[config.mk]
export PLATFORM = sky130hd
export DESIGN_NAME = beat_note_sequencer_flat
export DESIGN_NICKNAME = d
export VERILOG_FILES = /design/src/rtl/beat_note_sequencer_if.sv /design/src/rtl/beat_note_sequencer.sv /design/src/flat_wrapper.sv
export SDC_FILE = /design/constraint.sdc
export NUM_CORES = 1
export LEC_CHECK = 0
export CAP_MARGIN = 10
export CORE_MARGIN = 2
export CORE_UTILIZATION = 54
export DETAILED_ROUTE_END_ITERATION = 6
export GPL_ROUTABILITY_DRIVEN = 0
export PLACE_DENSITY = 0.74
export SLEW_MARGIN = 20
export SYNTH_ARGS = -nofsm -noshare
export SYNTH_HDL_FRONTEND = slang
export SYNTH_SLANG_ARGS = --single-unit
export TNS_END_PERCENT = 30
[constraint.sdc]
create_clock -name clock -period 3.4 [get_ports clock]
set_input_delay 0.68 -clock clock [delete_from_list [all_inputs] [get_ports clock]]
set_output_delay 0.68 -clock clock [all_outputs]
set_load 0.02 [all_outputs]
[src/rtl/beat_note_sequencer_if.sv]
// Control and audio signals of the beat-driven note sequencer.
// The sequencer takes the slave side; the driver of beat/start/stop takes the master side.
interface beat_note_sequencer_if;
    logic       beat_clk;
    logic       start;
    logic       stop;
    logic       tone_out;
    logic [3:0] note_index;
    logic [3:0] note_code;
    logic       playing;
    logic       done;

    modport master (
        output beat_clk, start, stop,
        input  tone_out, note_index, note_code, playing, done
    );

    modport slave (
        input  beat_clk, start, stop,
        output tone_out, note_index, note_code, playing, done
    );
endinterface

[src/rtl/beat_note_sequencer.sv]
// Steps through a 16-entry note ROM once per rising edge of the slow beat clock
// and renders each note as a 50% duty square wave on tone_out.
module beat_note_sequencer #(
    parameter int SONG_LEN   = 16,
    parameter int TONE_SHIFT = 0
) (
    input  logic                  clock,
    input  logic                  reset,
    beat_note_sequencer_if.slave  bus
);
    typedef enum logic [1:0] {
        IDLE = 2'd0,
        PLAY = 2'd1,
        DONE = 2'd2
    } state_t;

    localparam logic [3:0] END_CODE   = 4'd15;
    localparam logic [3:0] LAST_INDEX = 4'(SONG_LEN - 1);

    localparam logic [3:0] NOTE_ROM [16] = '{
        4'd1, 4'd2, 4'd3, 4'd4, 4'd5, 4'd6, 4'd7, 4'd8,
        4'd0, 4'd8, 4'd7, 4'd6, 4'd5, 4'd4, 4'd3, 4'd15
    };

    // Half-periods in clock cycles for C4..C5; entry 0 is the rest slot.
    localparam logic [16:0] HALF_BASE [9] = '{
        17'd0,     17'd95556, 17'd85131, 17'd75843, 17'd71586,
        17'd63776, 17'd56818, 17'd50619, 17'd47778
    };

    logic [16:0] half_table [9];

    for (genvar gi = 0; gi < 9; gi++) begin : g_half
        assign half_table[gi] = HALF_BASE[gi] >> TONE_SHIFT;
    end

    logic        sync1_reg, sync2_reg, prev_reg;
    logic        tick;
    state_t      state_reg, state_next;
    logic [3:0]  index_reg, index_next;
    logic [3:0]  code_reg, code_next;
    logic [16:0] count_reg, count_next;
    logic        tone_reg, tone_next;
    logic        playing_reg, playing_next;
    logic        done_reg, done_next;

    logic [3:0]  index_plus1;
    logic        end_reached;
    logic        note_is_tone;
    logic [16:0] half_cur;
    logic [16:0] half_last;
    logic        tone_active;

    // beat_clk is foreign to this clock: two-flop synchronizer, then rising-edge detect.
    always_ff @(posedge clock or posedge reset) begin
        if (reset) begin
            sync1_reg <= 1'b0;
            sync2_reg <= 1'b0;
            prev_reg  <= 1'b0;
        end else begin
            sync1_reg <= bus.beat_clk;
            sync2_reg <= sync1_reg;
            prev_reg  <= sync2_reg;
        end
    end

    assign tick = sync2_reg & ~prev_reg;

    assign index_plus1  = index_reg + 4'd1;
    assign end_reached  = (index_reg == LAST_INDEX) || (NOTE_ROM[index_plus1] == END_CODE);
    assign note_is_tone = (code_reg != 4'd0) && (code_reg <= 4'd8);
    assign half_cur     = note_is_tone ? half_table[code_reg] : 17'd0;
    assign half_last    = half_cur - 17'd1;
    assign tone_active  = note_is_tone && (half_cur != 17'd0);

    always_ff @(posedge clock or posedge reset) begin
        if (reset) begin
            state_reg <= IDLE;
        end else begin
            state_reg <= state_next;
        end
    end

    // stop beats start, and either one masks a beat tick in the same cycle.
    always_comb begin
        state_next = state_reg;
        if (bus.stop) begin
            state_next = IDLE;
        end else begin
            case (state_reg)
                IDLE, DONE: begin
                    if (bus.start) begin
                        state_next = PLAY;
                    end
                end
                PLAY: begin
                    if (tick && end_reached) begin
                        state_next = DONE;
                    end
                end
                default: state_next = IDLE;
            endcase
        end
    end

    always_comb begin
        index_next   = index_reg;
        code_next    = code_reg;
        count_next   = 17'd0;
        tone_next    = 1'b0;
        playing_next = (state_next == PLAY);
        done_next    = (state_next == DONE);

        if (bus.stop) begin
            index_next = 4'd0;
            code_next  = 4'd0;
        end else if (bus.start && (state_reg != PLAY)) begin
            index_next = 4'd0;
            code_next  = NOTE_ROM[0];
        end else if (state_reg == PLAY) begin
            if (tick) begin
                if (end_reached) begin
                    code_next = 4'd0;
                end else begin
                    index_next = index_plus1;
                    code_next  = NOTE_ROM[index_plus1];
                end
            end else if (tone_active) begin
                // Counter restarts on every note change, so the first toggle lands H cycles in.
                if (count_reg == half_last) begin
                    tone_next = ~tone_reg;
                end else begin
                    count_next = count_reg + 17'd1;
                    tone_next  = tone_reg;
                end
            end
        end
    end

    always_ff @(posedge clock or posedge reset) begin
        if (reset) begin
            index_reg   <= 4'd0;
            code_reg    <= 4'd0;
            count_reg   <= 17'd0;
            tone_reg    <= 1'b0;
            playing_reg <= 1'b0;
            done_reg    <= 1'b0;
        end else begin
            index_reg   <= index_next;
            code_reg    <= code_next;
            count_reg   <= count_next;
            tone_reg    <= tone_next;
            playing_reg <= playing_next;
            done_reg    <= done_next;
        end
    end

    assign bus.tone_out   = tone_reg;
    assign bus.note_index = index_reg;
    assign bus.note_code  = code_reg;
    assign bus.playing    = playing_reg;
    assign bus.done       = done_reg;
endmodule

[src/flat_wrapper.sv]
// flat-port wrapper written by rule: the top's interface ports become plain ports
module beat_note_sequencer_flat 
#(
    parameter int SONG_LEN   = 16,
    parameter int TONE_SHIFT = 0
)
  (clock, reset, bus_beat_clk, bus_start, bus_stop, bus_tone_out, bus_note_index, bus_note_code, bus_playing, bus_done);
  beat_note_sequencer_if bus_i ();
  input  logic clock;
  input  logic reset;
  input wire logic [$bits(bus_i.beat_clk)-1:0] bus_beat_clk;
  input wire logic [$bits(bus_i.start)-1:0] bus_start;
  input wire logic [$bits(bus_i.stop)-1:0] bus_stop;
  output wire logic [$bits(bus_i.tone_out)-1:0] bus_tone_out;
  output wire logic [$bits(bus_i.note_index)-1:0] bus_note_index;
  output wire logic [$bits(bus_i.note_code)-1:0] bus_note_code;
  output wire logic [$bits(bus_i.playing)-1:0] bus_playing;
  output wire logic [$bits(bus_i.done)-1:0] bus_done;
  assign bus_i.beat_clk = bus_beat_clk;
  assign bus_i.start = bus_start;
  assign bus_i.stop = bus_stop;
  assign bus_tone_out = bus_i.tone_out;
  assign bus_note_index = bus_i.note_index;
  assign bus_note_code = bus_i.note_code;
  assign bus_playing = bus_i.playing;
  assign bus_done = bus_i.done;
  beat_note_sequencer #(.SONG_LEN(SONG_LEN), .TONE_SHIFT(TONE_SHIFT)) u_core (.clock(clock), .reset(reset), .bus(bus_i));
endmodule
[Word-level counts from Yosys, hierarchy flattened]
Memory sizes are Yosys's and may differ from the RTL's.
Cells that the tools add are included.
Cells by class
  add/sub/neg operators: 3
  $mul: 0
  divide/modulo/power cells: 0
  order comparisons: 3
  equality and inequality tests: 10
  shift-type cells: 0
  multiplexer cells: 31
  bitwise gates (word level): 5
  reduce and logical (&&, ||, !) cells: 13
Operators with widths (count)
  $mux 17: 9
  $mux 4: 12
  $add 17x1->17 const B: 1
  $eq 17x17->1: 1
  $reduce_bool 17->1: 1
  $sub 17x1->17 const B: 1
  $ge 5x5->1 const B: 2
  $not 4->5: 2
  $eq 4x4->1 const B: 2
  $mux 1: 6
  $mux 2: 3
  $ne 6x5->1 const B: 1
  $reduce_bool 3->1: 2
  $add 4x1->4 const B: 1
  $eq 2x1->1 const B: 2
  $eq 2x2->1 const B: 2
  $le 4x4->1 const B: 1
  $logic_and 1x1->1: 4
  $pmux 2 s2: 1
  $reduce_bool 4->1: 1
  $ne 3x3->1 const B: 1
  $reduce_and 3->1: 1
  $logic_not 2->1: 1
  $ne 2x1->1 const B: 1
  5 further kinds: 6
Word-level totals
  bits in registers: 33
  latch bits: 0
  bits in writable memories: 0
  memory bits (read-only): 336
  input bits: 5
  output and inout port bits: 11
  logic and storage cells: 77
  memories kept: 2
Memory list
  (no name shown): words 16, bits a word 17, rd ports 1, clocked after Yosys merged registers in 0, wr ports 0, line beat_note_sequencer.sv:72  | assign half_cur = note_is_tone ? half_table[code_reg] : 17'd0;
  (no name shown): words 16, bits a word 4, rd ports 1, clocked after Yosys merged registers in 0, wr ports 0, line beat_note_sequencer.sv:70  | assign end_reached = (index_reg == LAST_INDEX) || (NOTE_ROM[index_plus1] == END_CODE);

[Logic depth before layout (Yosys ltp)]
Gate-level depths: netlist (run 1).
  word-level depth: 13
  depth in mapped cells: 15
  gate-level depth less buffers: 12

[Worst setup path after synthesis (run 1)]
No wires, ideal clock.
  kind: register to register
  from: register u_core.code_reg[1] (netlist: u_core.bus.note_code[1])
  to: register u_core.count_reg[7]
  arrival time: 3583 ps
  path slack: -323 ps
  stages on the path, launching flop included: 16
  path buffers: 3
  clock period less this slack: 3723 ps
  cells stage by stage: dfrtp_1 -> buf_2 -> inv_1 -> ha_1 -> buf_6 -> and3b_1 -> a31o_2 -> nor2_1 -> ha_1 -> nand2_1 -> or4_4 -> nor3_2 -> o2111ai_1 -> a2111oi_4 -> buf_6 -> nor3_2
Between the ends
  cells in the longest elaborated chain, start to end: 13
RTL lines
  from (decl): line beat_note_sequencer.sv:41  | logic [3:0] code_reg, code_next;
  from (signal assigned): line beat_note_sequencer.sv:150  | code_reg <= code_next;
  $not 4->5 (not written as such): line beat_note_sequencer.sv:72
  $mem_v2 16x17
  $mux 17 (not written as such) (2 in series): line beat_note_sequencer.sv:72
  $mux 17: line beat_note_sequencer.sv:72
  $sub 17x1->17: line beat_note_sequencer.sv:73  | assign half_last = half_cur - 17'd1;
  $eq 17x17->1: line beat_note_sequencer.sv:130  | if (count_reg == half_last) begin
  $mux 17: line beat_note_sequencer.sv:130
  $mux 17 *: line beat_note_sequencer.sv:128  | end else if (tone_active) begin
  $mux 17 *: line beat_note_sequencer.sv:121  | if (tick) begin
  $mux 17 *: line beat_note_sequencer.sv:120  | end else if (state_reg == PLAY) begin
  $mux 17 *: line beat_note_sequencer.sv:117  | end else if (bus.start && (state_reg != PLAY)) begin
  $mux 17 *: line beat_note_sequencer.sv:114  | if (bus.stop) begin
  via u_core.count_next[7]: line beat_note_sequencer.sv:42  | logic [16:0] count_reg, count_next;
  to (signal assigned): line beat_note_sequencer.sv:151  | count_reg <= count_next;
  to (decl): line beat_note_sequencer.sv:42
The timed path passes the listed nets; every way through them passes the cells marked *. The select of a mux whose other input is x is not followed.
A chain may end at the register's enable or synchronous reset.

[Worst setup path after layout (run 1)]
  from: register u_core.code_reg[1] (netlist: u_core.bus.note_code[1])
  to: register u_core.tone_reg (netlist: u_core.bus.tone_out)
Between the ends
  cells in the longest elaborated chain, start to end: 12
RTL lines
  branches (longest 12 deep; another with $mem_v2 16x17)
  to (signal assigned): line beat_note_sequencer.sv:152  | tone_reg <= tone_next;
  to (decl): line beat_note_sequencer.sv:43  | logic tone_reg, tone_next;
Parallel ways; which one is timed is not known. The select of a mux whose other input is x is not followed.

==> qor.tcl, run 1 <==
set qor(power_density_nw_per_um2) 305
set qor(dr_total_vias) 2206
set qor(synthMostInstantiatedCell) {sky130_fd_sc_hd__dfrtp_1}
set qor(worst_ir_drop_vdd_mv) 0.313
set qor(switching_component_of_the_power_mw) 0.229
set qor(worst-slew-pin-transition_ps) 526
set qor(total_power_mw) 0.928
set qor(register_share_of_total_power_pct) 43.4
set qor(max_freq_ghz) 0.311
set qor(critPathArrivalTime_ps) 3420
set qor(netlist_area_um2) 2690
set qor(cells_traversed_along_the_worst_timing_path) {inv_1 > ha_2 > buf_4 > or3_1 > a21o_1 > ha_2 > nand2_1 > or4_4 > nor3_2 > o2111ai_2 > a2111oi_4 > buf_6 > mux2i_1}
set qor(fillerInstances) 445
set qor(core_region_area_um2) 4750
set qor(start_util_pct) 56.5
set qor(worst_ep_required_time_ps) 3610
set qor(synth.yosys.seq_area_share_pct) 30.7
set qor(yosys_most_used_dff) {sky130_fd_sc_hd__dfrtp_1}
set qor(final_number_of_hold_violating_endpoints) 0
set qor(netlist_top_cells_area) {sky130_fd_sc_hd__dfrtp_1, sky130_fd_sc_hd__xnor2_1, sky130_fd_sc_hd__ha_1}
set qor(grt_start_max_net_pins) 28
set qor(timing.setup.critical_path_class) {flop to flop}
set qor(synth_largest_area_cell) {sky130_fd_sc_hd__dfrtp_1}
set qor(final_min_period_over_clock_period_pct) 94.5
set qor(cp_max_fo) 18
set qor(rsz0062_at_grt) {no}
set qor(setup_violations) 0
set qor(wl_um) 5710
set qor(end_kind) {flop}
set qor(clock_pin_slew_on_the_worst_setup_and_hold_paths_ps) 70
set qor(n_antenna_cell) 0
set qor(hp-start) {u_core.sync1_reg}
set qor(first_element_of_the_critical_path) {u_core.bus.note_code[1]}
set qor(std_cell_rows) 25
set qor(synthArstFlopShare_pct) 100
set qor(groute.usage.overall_pct) 22.7
set qor(synthesis.area_per_instance_um2) 9.01
set qor(synth_fp_nets) 316
set qor(post_cts_hold_buffer_count) 0
set qor(finish.net_count) 335
set qor(via_count_of_the_first_global_routing_pass) 2174
set qor(synth_largest_type_area_fraction_pct) 30.7
set qor(min-delay-path-class) {flop to flop}
set qor(share_of_final_layout_standard_cells_stronger_than_drive_strength_1_pct) 16.0
set qor(distinct_cell_type_count_after_synthesis) 62
set qor(first_pass_iters) 4
set qor(regToRegStartpoint) {u_core.bus.note_code[1]}
set qor(timing.slew.headroom_pct) 64.9
set qor(cts_max_level) 2
set qor(detail_route.drc_violations) 0
set qor(layout-area-overhead-vs-synth_pct) 13.3
set qor(io-pin-count) 16
set qor(ctsLongestPathBuffers) 2
set qor(cp_common_cell) {sky130_fd_sc_hd__ha_2}
set qor(detail_route.vias_per_cell) 5.73
set qor(multi_input_area_um2) 1750
set qor(buffer_ports.inserted) 15
set qor(detail_route.iter0.violations) 190
set qor(chipHeight_um) 74.5
set qor(outcome) {finished clean}
set qor(critical_path.startpoint_type) {flop}
set qor(synth.top_cells.by_count) {sky130_fd_sc_hd__dfrtp_1, sky130_fd_sc_hd__xnor2_1, sky130_fd_sc_hd__nand2_1}
set qor(detailed_place_hpwl_um) 4250
set qor(largest_register_ffs) 17
set qor(synth-edff-count) 0
set qor(power.combinational.fraction_pct) 15.8
set qor(cts_tree) {yes}
set qor(tns_ps) 0
set qor(detail-route-antenna-nets) 0
set qor(switching_share_pct) 24.7
set qor(drv_slew) 0
set qor(postSynthRegisterBits) 33
set qor(period_needed_ps) 3210
set qor(ys_warn_count) 0
set qor(cell_count_after_synthesis) 298
set qor(cts_buffers) 5
set qor(internal-power_mw) 0.699
set qor(dieArea_um2) 5550
set qor(numClockSinks) 33
set qor(max_cap_viols) 0
set qor(leakagePower_nw) 1.15
set qor(globalRouteOverflowTotal) 0
set qor(grt_pass1_wl_um) 9790
set qor(critical-path-max-stage-delay_ps) 550
set qor(die_w_um) 74.5
set qor(worst_path_max_delay_cell) {sky130_fd_sc_hd__or4_4}
set qor(clock_latency_ps) 280
set qor(routedWlPerCell_um) 14.8
set qor(cts.root.buffer_cell) {sky130_fd_sc_hd__clkbuf_8}
set qor(final_critical_path_setup_slack_ps) 188
set qor(seqCellArea_um2) 828
set qor(power.clock.fraction_pct) 40.9
set qor(initial_antenna_violation_count) 0
set qor(post_cts_buffers) 0
set qor(skew_ps) 6.95
set qor(timing.reg2reg.setup_slack_ps) 190
set qor(placement.setup.worst_slack_ps) 124
## final timing paths
kind	to	cells past startpoint
worst max-delay path	u_core.bus.tone_out	13
worst min-delay path	u_core.sync2_reg	0
worst max register to register	u_core.bus.tone_out	13
worst min register to register	u_core.sync2_reg	0
max in group asynchronous	u_core.count_reg[11]	3
min in group asynchronous	u_core.state_reg[1]	2
## power groups by stage
stage,Sequential (mW),Clock (mW),Combinational [mW]
3_5_place_dp,0.410,0,0.145
5_1_grt,0.403,0.406,0.162
3_3_place_gp,0.410,0,0.145
6_report,0.402,0.380,0.146
2_1_floorplan,0.415,0,0.103
4_1_cts,0.402,0.389,0.146
## cell type report
cell class | instances | share of cell area, %
multi-input combinational | 241 | 57.3
tap | 67 | 2.75
timing repair buffer | 25 | 7.52
clock inverter | 1 | 0.986
sequential | 33 | 27.2
inverter | 11 | 1.36
clock buffer | 7 | 2.84
## layer usage
layer | routed length [um] | global-route usage (%) | vias up
met1 | 2610 | 29.4 | 1046
met4 | 59 | 7.14 | 0
met3 | 172 | 4.20 | 6
met5 | 0 | 0 | -
li1 | - | - | 1113
met2 | 2860 | 38.3 | 41
## stage by stage
step | instance area, um2 | std cells | util [%] | hold slack [ps]
4_1_cts | 3040 | 385 | 63.9 | 353
2_1_floorplan | 2710 | 298 | - | 331
6_report | 3040 | 385 | 64.0 | 351
5_1_grt | 3040 | 385 | 64.0 | 356
3_5_place_dp | 2920 | 377 | 61.5 | 338
3_3_place_gp | 2920 | 377 | 61.5 | 334
## logic make-up (layout without fill, tap and decap cells)
group | count (synthesis) | count (layout) | share of synthesized area, %
compound gates | 58 | 58 | 15.7
xor+xnor | 36 | 36 | 11.7
fa+ha+maj | 13 | 13 | 6.06
buf+inv | 24 | 44 | 4.84
flops | 33 | 33 | 30.7
mux | 3 | 3 | 1.58
simple gates | 131 | 131 | 29.3
## worst max-delay path, delay by kind of cell, from the launching register on
| family | cells | cell delay, ps |
|---|---|---|
| simple gates | 4 | 910 |
| buf+inv | 3 | 620 |
| compound gates | 3 | 550 |
| fa+ha+maj | 2 | 470 |
| flops | 1 | 400 |
| mux | 1 | 200 |
## timing repair
| action | in CTS | in global routing |
|---|---|---|
| endpoints found under the hold margin | 0 | 0 |
| gates resized for setup | 0 | 1 |
| endpoints found under the setup margin | 0 | 1 |
## cells in the final DEF (no fill, tap or decap), types with 3 or more instances in the layout
cell,count
sky130_fd_sc_hd__nor2_1,19
sky130_fd_sc_hd__o21ai_0,6
sky130_fd_sc_hd__xor2_1,13
sky130_fd_sc_hd__a21oi_1,18
sky130_fd_sc_hd__nor4_1,3
sky130_fd_sc_hd__nor3b_1,3
sky130_fd_sc_hd__nand4_1,3
sky130_fd_sc_hd__or3_1,4
sky130_fd_sc_hd__nor3_1,15
sky130_fd_sc_hd__inv_1,10
sky130_fd_sc_hd__clkdlybuf4s50_1,15
sky130_fd_sc_hd__a31oi_1,3
sky130_fd_sc_hd__dfrtp_1,31
sky130_fd_sc_hd__nand2_1,22
sky130_fd_sc_hd__nor2b_1,6
sky130_fd_sc_hd__clkbuf_8,6
sky130_fd_sc_hd__and3b_1,3
sky130_fd_sc_hd__and3_1,4
sky130_fd_sc_hd__nand3_1,13
sky130_fd_sc_hd__xnor2_1,23
sky130_fd_sc_hd__ha_1,11
sky130_fd_sc_hd__nand2b_1,10
sky130_fd_sc_hd__o211ai_1,3
sky130_fd_sc_hd__or3b_2,3
sky130_fd_sc_hd__nor3_2,11
sky130_fd_sc_hd__buf_4,9
No activity file was read; power rests on OpenSTA's default activity.
==> run 2: changes to the inputs <==
- SLEW_MARGIN: 20 -> not set
==> results of run 2 <==
Same layout as run 1: the final DEF is identical, and so are final timing and power.
==> run 3: changes to the inputs <==
- CAP_MARGIN: 10 -> 20
- RECOVER_POWER: not set -> 100
==> run 3 against run 2 <==
Against the previous run:
- critical path depth unchanged
- power shrank 0.41%
- hold slack is essentially flat
- critical endpoint unchanged
- via count rose by 0.77%
- die area stayed put
- maximum frequency is 0.67% higher
- wire length decreased by 0.47%
- register-to-register slack better by 20 ps
- combinational power barely moved
- largest power group unchanged
- clock skew about the same
- setup slack improved by 21 ps
- utilization down 0.66 points
==> qor.tcl, run 3 (synthesized netlist as in run 1, its figures left out) <==
set qor(detail_route.drc_violations) 0 ;# unchanged
set qor(fillerInstances) 452 ;# was 445
set qor(hp-start) {u_core.sync1_reg} ;# unchanged
set qor(layout-area-overhead-vs-synth_pct) 12.2 ;# was 13.3%
set qor(die_w_um) 74.5 ;# unchanged
set qor(critical_path.startpoint_type) {flop} ;# unchanged
set qor(post_cts_buffers) 0 ;# unchanged
set qor(tns_ps) 0 ;# unchanged
set qor(clock_latency_ps) 280 ;# about the same
set qor(routedWlPerCell_um) 14.7 ;# was 14.8 um
set qor(final_number_of_hold_violating_endpoints) 0 ;# unchanged
set qor(m1WireLength_um) 2560 ;# was 2610 um
set qor(largest_register_ffs) 17 ;# unchanged
set qor(skew_ps) 6.50 ;# was 6.95 ps
set qor(final_min_period_over_clock_period_pct) 93.8 ;# was 94.5%
set qor(buffer_ports.inserted) 15 ;# unchanged
set qor(timing.hold.worst_endpoint) {u_core.sync2_reg} ;# unchanged
set qor(std_cell_rows) 25 ;# unchanged
set qor(critPathArrivalTime_ps) 3400 ;# was 3420 ps
set qor(drv_slew) 0 ;# unchanged
set qor(timing.slew.headroom_pct) 25.6 ;# was 64.9%
set qor(post_cts_hold_buffer_count) 0 ;# unchanged
set qor(met3WireLength_um) 208 ;# was 172 um
set qor(most-common-layout-cells) {sky130_fd_sc_hd__dfrtp_1, sky130_fd_sc_hd__xnor2_1, sky130_fd_sc_hd__nand2_1} ;# unchanged
set qor(power_density_nw_per_um2) 307 ;# was 305 nW/um2
set qor(first_pass_iters) 4 ;# unchanged
set qor(finish.net_count) 335 ;# unchanged
set qor(chipHeight_um) 74.5 ;# unchanged
set qor(cts.root.buffer_cell) {sky130_fd_sc_hd__clkbuf_8} ;# unchanged
set qor(start_util_pct) 56.5 ;# unchanged
set qor(outcome) {finished clean} ;# unchanged
set qor(worst-slew-pin-transition_ps) 1120 ;# was 526 ps
set qor(grt_pass1_wl_um) 9790 ;# unchanged
set qor(detail_route.vias_per_cell) 5.77 ;# was 5.73
set qor(rr_endpoint) {u_core.bus.tone_out} ;# unchanged
set qor(grt_start_max_net_pins) 28 ;# unchanged
set qor(max_freq_ghz) 0.313 ;# was 0.311 GHz
set qor(clock_pin_slew_on_the_worst_setup_and_hold_paths_ps) 70 ;# about the same
set qor(numClockSinks) 33 ;# unchanged
set qor(fin_util_pct) 63.4 ;# was 64.0%
set qor(topRoutingLayerUsed) {met4} ;# unchanged
set qor(regToRegStartpoint) {u_core.bus.note_code[1]} ;# unchanged
set qor(cts_tree) {yes} ;# unchanged
set qor(end_kind) {flop} ;# unchanged
set qor(detail-route-antenna-nets) 0 ;# unchanged
set qor(dr_total_vias) 2223 ;# was 2206
set qor(cp_max_fo) 18 ;# unchanged
set qor(n_antenna_cell) 0 ;# unchanged
set qor(detail_route.iter0.violations) 164 ;# was 190
set qor(cts_max_level) 2 ;# unchanged
set qor(min-delay-path-class) {flop to flop} ;# unchanged
set qor(max_cap_viols) 0 ;# unchanged
set qor(wl_um) 5680 ;# was 5710 um
set qor(hold_crit_depth) 0 ;# unchanged
set qor(setup_violations) 0 ;# unchanged
set qor(core_region_area_um2) 4750 ;# unchanged
set qor(dieArea_um2) 5550 ;# unchanged
set qor(globalRouteOverflowTotal) 0 ;# unchanged
set qor(groute.usage.overall_pct) 22.7 ;# unchanged
set qor(via_count_of_the_first_global_routing_pass) 2174 ;# unchanged
set qor(timing.setup.critical_path_class) {flop to flop} ;# unchanged
set qor(period_needed_ps) 3190 ;# was 3210 ps
set qor(worst_ir_drop_vdd_mv) 0.310 ;# was 0.313 mV
set qor(final_common_cell) {sky130_fd_sc_hd__dfrtp_1} ;# unchanged
set qor(met2WireLength_um) 2850 ;# was 2860 um
set qor(share_of_final_layout_standard_cells_stronger_than_drive_strength_1_pct) 14.2 ;# was 16.0%
set qor(rsz0062_at_grt) {no} ;# unchanged
set qor(worst_ep_required_time_ps) 3610 ;# about the same
set qor(io-pin-count) 16 ;# unchanged
set qor(detailed_place_hpwl_um) 4250 ;# unchanged
set qor(ctsLongestPathBuffers) 2 ;# unchanged
set qor(timing.reg2reg.setup_slack_ps) 210 ;# was 190 ps
set qor(cts_buffers) 5 ;# unchanged
set qor(timing.reg2reg.worst_path_depth) 13 ;# unchanged
set qor(leakagePower_nw) 1.18 ;# was 1.15 nW
set qor(initial_antenna_violation_count) 0 ;# unchanged
[run 3: worst max path at each step]
stage	start	end	slack (ps)	cells past startpoint
global route	u_core.bus.note_code[1]	u_core.bus.tone_out	30	13
detailed placement	u_core.bus.note_code[1]	u_core.bus.tone_out	120	13
floorplan	u_core.bus.note_code[1]	u_core.count_reg[7]	3	15
global placement	u_core.bus.note_code[1]	u_core.bus.tone_out	260	13
finish	u_core.bus.note_code[1]	u_core.bus.tone_out	210	13
CTS	u_core.bus.note_code[1]	u_core.bus.tone_out	130	13
[run 3: through the flow]
step	std cells	worst slack (ps)	area [um2]	hold slack (ps)	total power, mW
floorplan	298	3.18	2710	331	0.518
global placement	377	259	2920	334	0.554
detailed placement	377	124	2920	338	0.555
CTS	385	130	3040	353	0.938
global route	385	26.8	3010	356	0.969
finish	385	209	3010	351	0.924
[run 3: what timing repair did]
item | CTS | global route
resized for setup | 0 | 1
endpoints found under the hold margin | 0 | 0
endpoints found under the setup margin | 0 | 1
[run 3: worst max-delay path, stage by stage, from the launching register on]
cell and delay (ps):
sky130_fd_sc_hd__dfrtp_2 400, sky130_fd_sc_hd__inv_1 140, sky130_fd_sc_hd__ha_2 250, sky130_fd_sc_hd__buf_4 220, sky130_fd_sc_hd__or3_1 130, sky130_fd_sc_hd__a21o_1 160, sky130_fd_sc_hd__ha_2 210, sky130_fd_sc_hd__nand2_1 70
sky130_fd_sc_hd__or4_4 550, sky130_fd_sc_hd__nor3_2 150, sky130_fd_sc_hd__o2111ai_2 170, sky130_fd_sc_hd__a2111oi_4 220, sky130_fd_sc_hd__buf_6 250, sky130_fd_sc_hd__mux2i_1 200
[run 3: final cells by class]
class	count	area, um2	share of cell area [%]
multi-input combinational	241	1720	57.0
sequential	33	828	27.5
timing repair buffer	25	225	7.48
clock buffer	7	86.3	2.87
tap	67	83.8	2.78
inverter	11	41.3	1.37
clock inverter	1	30.0	0.997
[run 3: metal layers]
layer,vias to the layer above,GRT usage (%)
li1,1114,-
met2,52,38.3
met4,0,7.14
met1,1051,29.4
met3,6,4.20
met5,-,0
[run 3: power breakdown]
part | leakage (nW) | internal (mW) | switching [mW]
registers | 0.447 | 0.398 | 0.00397
logic | 0.676 | 0.0597 | 0.0836
clock network | 0.0585 | 0.239 | 0.140
